$ cat src/rtl/iram_loader.sv
// Boot loader: assembles 24-bit words from a byte stream, writes them into the
// instruction RAM and verifies a trailing checksum while holding the core.
module iram_loader #(
  parameter int TIMEOUT_CYCLES = 1000000,
  parameter int TIMEOUT_W      = 20
) (
  input  logic        clk,
  input  logic        rst,
  input  logic        start,
  input  logic        rx_valid,
  input  logic [7:0]  rx_data,
  output logic        load_active,
  output logic        cpu_hold,
  output logic        iram_we,
  output logic [7:0]  iram_addr,
  output logic [23:0] iram_data,
  output logic        done,
  output logic        error
);

  localparam logic [2:0] S_IDLE = 3'd0;
  localparam logic [2:0] S_HDR  = 3'd1;
  localparam logic [2:0] S_B0   = 3'd2;
  localparam logic [2:0] S_B1   = 3'd3;
  localparam logic [2:0] S_B2   = 3'd4;
  localparam logic [2:0] S_CHK  = 3'd5;
  localparam logic [2:0] S_DONE = 3'd6;
  localparam logic [2:0] S_ERR  = 3'd7;

  localparam logic [TIMEOUT_W-1:0] TMO_LAST = TIMEOUT_W'(TIMEOUT_CYCLES - 1);

  logic [2:0]           state_q, state_d;
  logic [8:0]           idx_q, idx_d;
  logic [8:0]           cnt_q, cnt_d;
  logic [7:0]           chk_q, chk_d;
  logic [TIMEOUT_W-1:0] tmo_q, tmo_d;
  logic [15:0]          word_q, word_d;
  logic                 we_q, we_d;
  logic [7:0]           addr_q, addr_d;
  logic [23:0]          data_q, data_d;
  logic                 busy;

  assign busy = (state_q == S_HDR) || (state_q == S_B0) || (state_q == S_B1) ||
                (state_q == S_B2)  || (state_q == S_CHK);

  always_comb begin
    state_d = state_q;
    idx_d   = idx_q;
    cnt_d   = cnt_q;
    chk_d   = chk_q;
    tmo_d   = tmo_q;
    word_d  = word_q;
    we_d    = 1'b0;
    addr_d  = addr_q;
    data_d  = data_q;

    // Inter-byte watchdog; an accepted byte in the same cycle takes priority.
    if (busy) begin
      if (rx_valid)              tmo_d = '0;
      else if (tmo_q == TMO_LAST) state_d = S_ERR;
      else                       tmo_d = tmo_q + 1'b1;
    end

    case (state_q)
      S_IDLE, S_DONE, S_ERR: begin
        if (start) begin
          state_d = S_HDR;
          idx_d   = '0;
          chk_d   = '0;
          tmo_d   = '0;
        end
      end
      S_HDR: if (rx_valid) begin
        cnt_d   = {(rx_data == 8'd0), rx_data};
        chk_d   = rx_data;
        state_d = S_B0;
      end
      S_B0: if (rx_valid) begin
        word_d[15:8] = rx_data;
        chk_d        = chk_q + rx_data;
        state_d      = S_B1;
      end
      S_B1: if (rx_valid) begin
        word_d[7:0] = rx_data;
        chk_d       = chk_q + rx_data;
        state_d     = S_B2;
      end
      S_B2: if (rx_valid) begin
        chk_d   = chk_q + rx_data;
        we_d    = 1'b1;
        addr_d  = idx_q[7:0];
        data_d  = {word_q, rx_data};
        idx_d   = idx_q + 9'd1;
        state_d = (idx_q == cnt_q - 9'd1) ? S_CHK : S_B0;
      end
      S_CHK: if (rx_valid) begin
        state_d = (rx_data == chk_q) ? S_DONE : S_ERR;
      end
      default: state_d = S_IDLE;
    endcase
  end

  always_ff @(posedge clk) begin
    if (rst) begin
      state_q <= S_IDLE;
      idx_q   <= '0;
      cnt_q   <= '0;
      chk_q   <= '0;
      tmo_q   <= '0;
      word_q  <= '0;
      we_q    <= 1'b0;
      addr_q  <= '0;
      data_q  <= '0;
    end else begin
      state_q <= state_d;
      idx_q   <= idx_d;
      cnt_q   <= cnt_d;
      chk_q   <= chk_d;
      tmo_q   <= tmo_d;
      word_q  <= word_d;
      we_q    <= we_d;
      addr_q  <= addr_d;
      data_q  <= data_d;
    end
  end

  assign load_active = busy;
  assign cpu_hold    = busy || (state_q == S_ERR);
  assign done        = (state_q == S_DONE);
  assign error       = (state_q == S_ERR);
  assign iram_we     = we_q;
  assign iram_addr   = addr_q;
  assign iram_data   = data_q;

endmodule

$ cat config.mk
export PLATFORM = sky130hd
export DESIGN_NAME = iram_loader
export DESIGN_NICKNAME = d
export VERILOG_FILES = /design/src/rtl/iram_loader.sv
export SDC_FILE = /design/constraint.sdc
export NUM_CORES = 1
export LEC_CHECK = 0
export CAP_MARGIN = 20
export CELL_PAD_IN_SITES_DETAIL_PLACEMENT = 1
export CELL_PAD_IN_SITES_GLOBAL_PLACEMENT = 1
export CORE_ASPECT_RATIO = 2
export CORE_MARGIN = 10
export CORE_UTILIZATION = 46
export DETAILED_ROUTE_END_ITERATION = 8
export HOLD_SLACK_MARGIN = 0.15
export PLACE_DENSITY = 0.84
export SETUP_SLACK_MARGIN = 0.15
export SYNTH_ARGS = -nofsm -noshare
export SYNTH_HDL_FRONTEND = slang
export SYNTH_SLANG_ARGS = --single-unit
$ cat constraint.sdc
create_clock -name clk -period 4.7 [get_ports clk]
set_clock_uncertainty 0.15 [all_clocks]
set_input_delay 0.705 -clock clk [delete_from_list [all_inputs] [get_ports clk]]
set_output_delay 0.705 -clock clk [all_outputs]
set_load 0.02 [all_outputs]
==> results.cfg <==
[worst_setup_path]
path_class = reg2out
worst_path_max_delay_cell = dfxtp_1
required_ps = 3850
crit_top_cell = nand2_1
cp-start-kind = flip-flop
crit_family = simple AND/OR/NAND/NOR gates
critical_path_arrival_ps = 2890
critical_path.cell_chain = nand2_1 > nand2_1 > inv_1 > or2_2 > clkdlybuf4s50_1
end_kind = primary output
cp_max_fo = 20
cpPeakStageDelay_ps = 720
critPathBufInv = 2

[synth]
yosysWarnings = 0
yosysSeqAreaShare = 0.396
async_reset_ff_frac = 0
synthFlopType = dfxtp_1
synthCells = 629
synth_edf_count = 0
yosysUniqueCellTypes = 63
synth_area_per_cell_um2 = 7.89
synthesis.nets = 652
netlist_area_um2 = 4960
ys_ff_latch = 98

[place]
place_congestion = 0.887
dpl_cell_area_um2 = 5480
post-place-ws_ps = 1300
dp_hpwl_um = 11200
port_buffers = 48

[floorplanning]
dieHeight_um = 167
start_util = 0.470
coreArea_um2 = 10500
io_pins = 49
die_area_um2 = 15600
die_w_um = 93.4
row_count = 53

[power_and_ir_drop]
ir_drop_mv = 0.310
comb_power_share = 0.146
p_switching_w = 0.000525
p_leak_nw = 1.88
swShare = 0.286
power_density_nw_per_um2 = 318
seqPwrFrac = 0.477
internal_power_w = 0.00131
clockPowerShare = 0.377

[timing]
min_period_over_period = 0.797
max_slew.worst_pin.slew_ps = 905
hold_viol = 0
fin_ws_ps = 955
max_freq_mhz = 267
grt_setup_unrepaired = no
slew_headroom = 0.396
setup_viol = 0
hold-worst-slack_ps = 305
slew_violations = 0
min_period_ps = 3740
tns_ps = 0

[drt]
viasPerCell = 5.91
drcViolationCount = 0
vias = 4707
drtIter0Drc = 238
drt-wirelength-per-cell_um = 18.9
routed_wl_um = 15100
ant_nets = 0
drt-pass1-iter-count = 4

[global_routing]
grt_overflow = 0
grt_pass1_wl_um = 24700
grt_start_max_net_pins = 68
antenna_found_initial = 0
grt_usage = 0.194
grt_pass1_vias = 4968

[clock_tree]
postCtsHoldBufs = 0
htreeDepth = 3
root_buffer = clkbuf_16
cts_sinks = 98
cts_tree = done
clk_pin_slew_ps = 70
cts_resized = 0
postCtsSetupRepairBufs = 0
insertion_delay_ps = 340
clockBufferDepth = 2
cts_made_buffers = 9

[cells_and_area]
fin_area_um2 = 5760
nets = 678
final_util = 0.546
num_antenna_cells = 0
layout-drive-gt1-share = 0.0545
areaGrowthSynthToFinish_pct = 16.1

[status]
status = completed

[hold_path]
hp-class = reg2reg

[run]
maxCapViolCount = 0
-- cell usage in the layout (no fill, tap or decap), drive strengths merged, types with 3 or more instances in the layout --
master	count
clkbuf	9
dfxtp	98
nand3	20
clkdlybuf4s50	47
or2	3
mux2i	9
buf	6
clkinvlp	3
a21oi	63
clkinv	3
a211oi	15
xnor2	21
or4	5
o2111ai	6
o21ai	25
nor2b	4
inv	16
nand2b	4
nand2	123
nor3	13
a31oi	7
a22oi	6
nand4	8
or3	8
nor3b	3
ha	10
and2	5
nor2	57
and3	7
xor2	12
nor4	8
-- Yosys cell counts, types with 10 or more instances --
library cell	instances	area [µm²]
a211oi_1	15	113
a21oi_1	63	315
clkbuf_1	26	97.6
dfxtp_1	98	1960
ha_1	10	125
inv_1	15	56.3
nand2_1	123	462
nand3_1	20	100
nor2_1	56	210
nor3_1	13	65.1
o21ai_0	24	120
xnor2_1	21	184
xor2_1	12	105
-- tightest hold or removal path: stages (launching register included) --
cell	delay (ps)
dfxtp_1	310
nand2_1	50
a21oi_1	50
-- state kept, by name, summed over array words and instances, names as in the netlist --
signal,cells
word_q,16
cnt_q,9
iram_data,24
iram_addr,8
iram_we,1
chk_q,8
tmo_q,20
idx_q,9
state_q,3
-- per-layer routing --
| metal | routed length, µm | part of all wire | up-vias | global-route usage |
|---|---|---|---|---|
| met4 | 654 | 0.043 | 0 | 0.0972 |
| met3 | 579 | 0.038 | 39 | 0.0360 |
| li1 | - | - | 2266 | - |
| met1 | 5470 | 0.36 | 2303 | 0.189 |
| met5 | 0 | 0 | - | 0 |
| met2 | 8350 | 0.55 | 99 | 0.368 |
-- final timing paths --
path                                                 start                         end  slack [ps]  cells after the start
worst min-delay path            iram_data[19]$_SDFFE_PP0P_  iram_data[19]$_SDFFE_PP0P_         300                      2
worst max-delay path                 state_q[1]$_SDFF_PP0_                    cpu_hold         960                      5
worst min register to register  iram_data[19]$_SDFFE_PP0P_  iram_data[19]$_SDFFE_PP0P_         300                      2
worst max register to register       state_q[2]$_SDFF_PP0_       chk_q[6]$_SDFFE_PP0P_        1930                      5
-- area by class of cell --
type                    count  area (µm²)
inverters                  15        56.3
clock buffers               9         225
clock inverters             7        53.8
fillers                  1281        4780
well taps                 137         171
flip-flops and latches     98        1960
repair buffers             53         513
multi-input cells         478        2780
-- through the flow --
step / std cells / power (W)
after floorplan: 629 / 0.00107
after global placement: 781 / 0.00114
after detailed placement: 781 / 0.00115
after CTS: 797 / 0.00185
after global routing: 797 / 0.00191
final: 797 / 0.00183
-- power by group through the flow --
| stage | Clock, W | Sequential, W | Combinational (W) |
|---|---|---|---|
| finish | 0.000692 | 0.000875 | 0.000267 |
| detailed placement | 0 | 0.000892 | 0.000260 |
| global placement | 0 | 0.000891 | 0.000249 |
| floorplan | 0 | 0.000878 | 0.000195 |
| CTS | 0.000706 | 0.000874 | 0.000266 |
| global route | 0.000742 | 0.000877 | 0.000296 |
-- cell families after synthesis --
family / Yosys count / share of synthesized area
and+or+nand+nor: 276 / 0.263
AOI/OAI and AO/OA: 147 / 0.187
DFF: 98 / 0.396
buffers and inverters: 53 / 0.0444
xor gates and xnor gates: 33 / 0.0583
muxes: 11 / 0.0227
adders and majority gates: 11 / 0.0293
No activity file was read; power rests on OpenSTA's default activity.
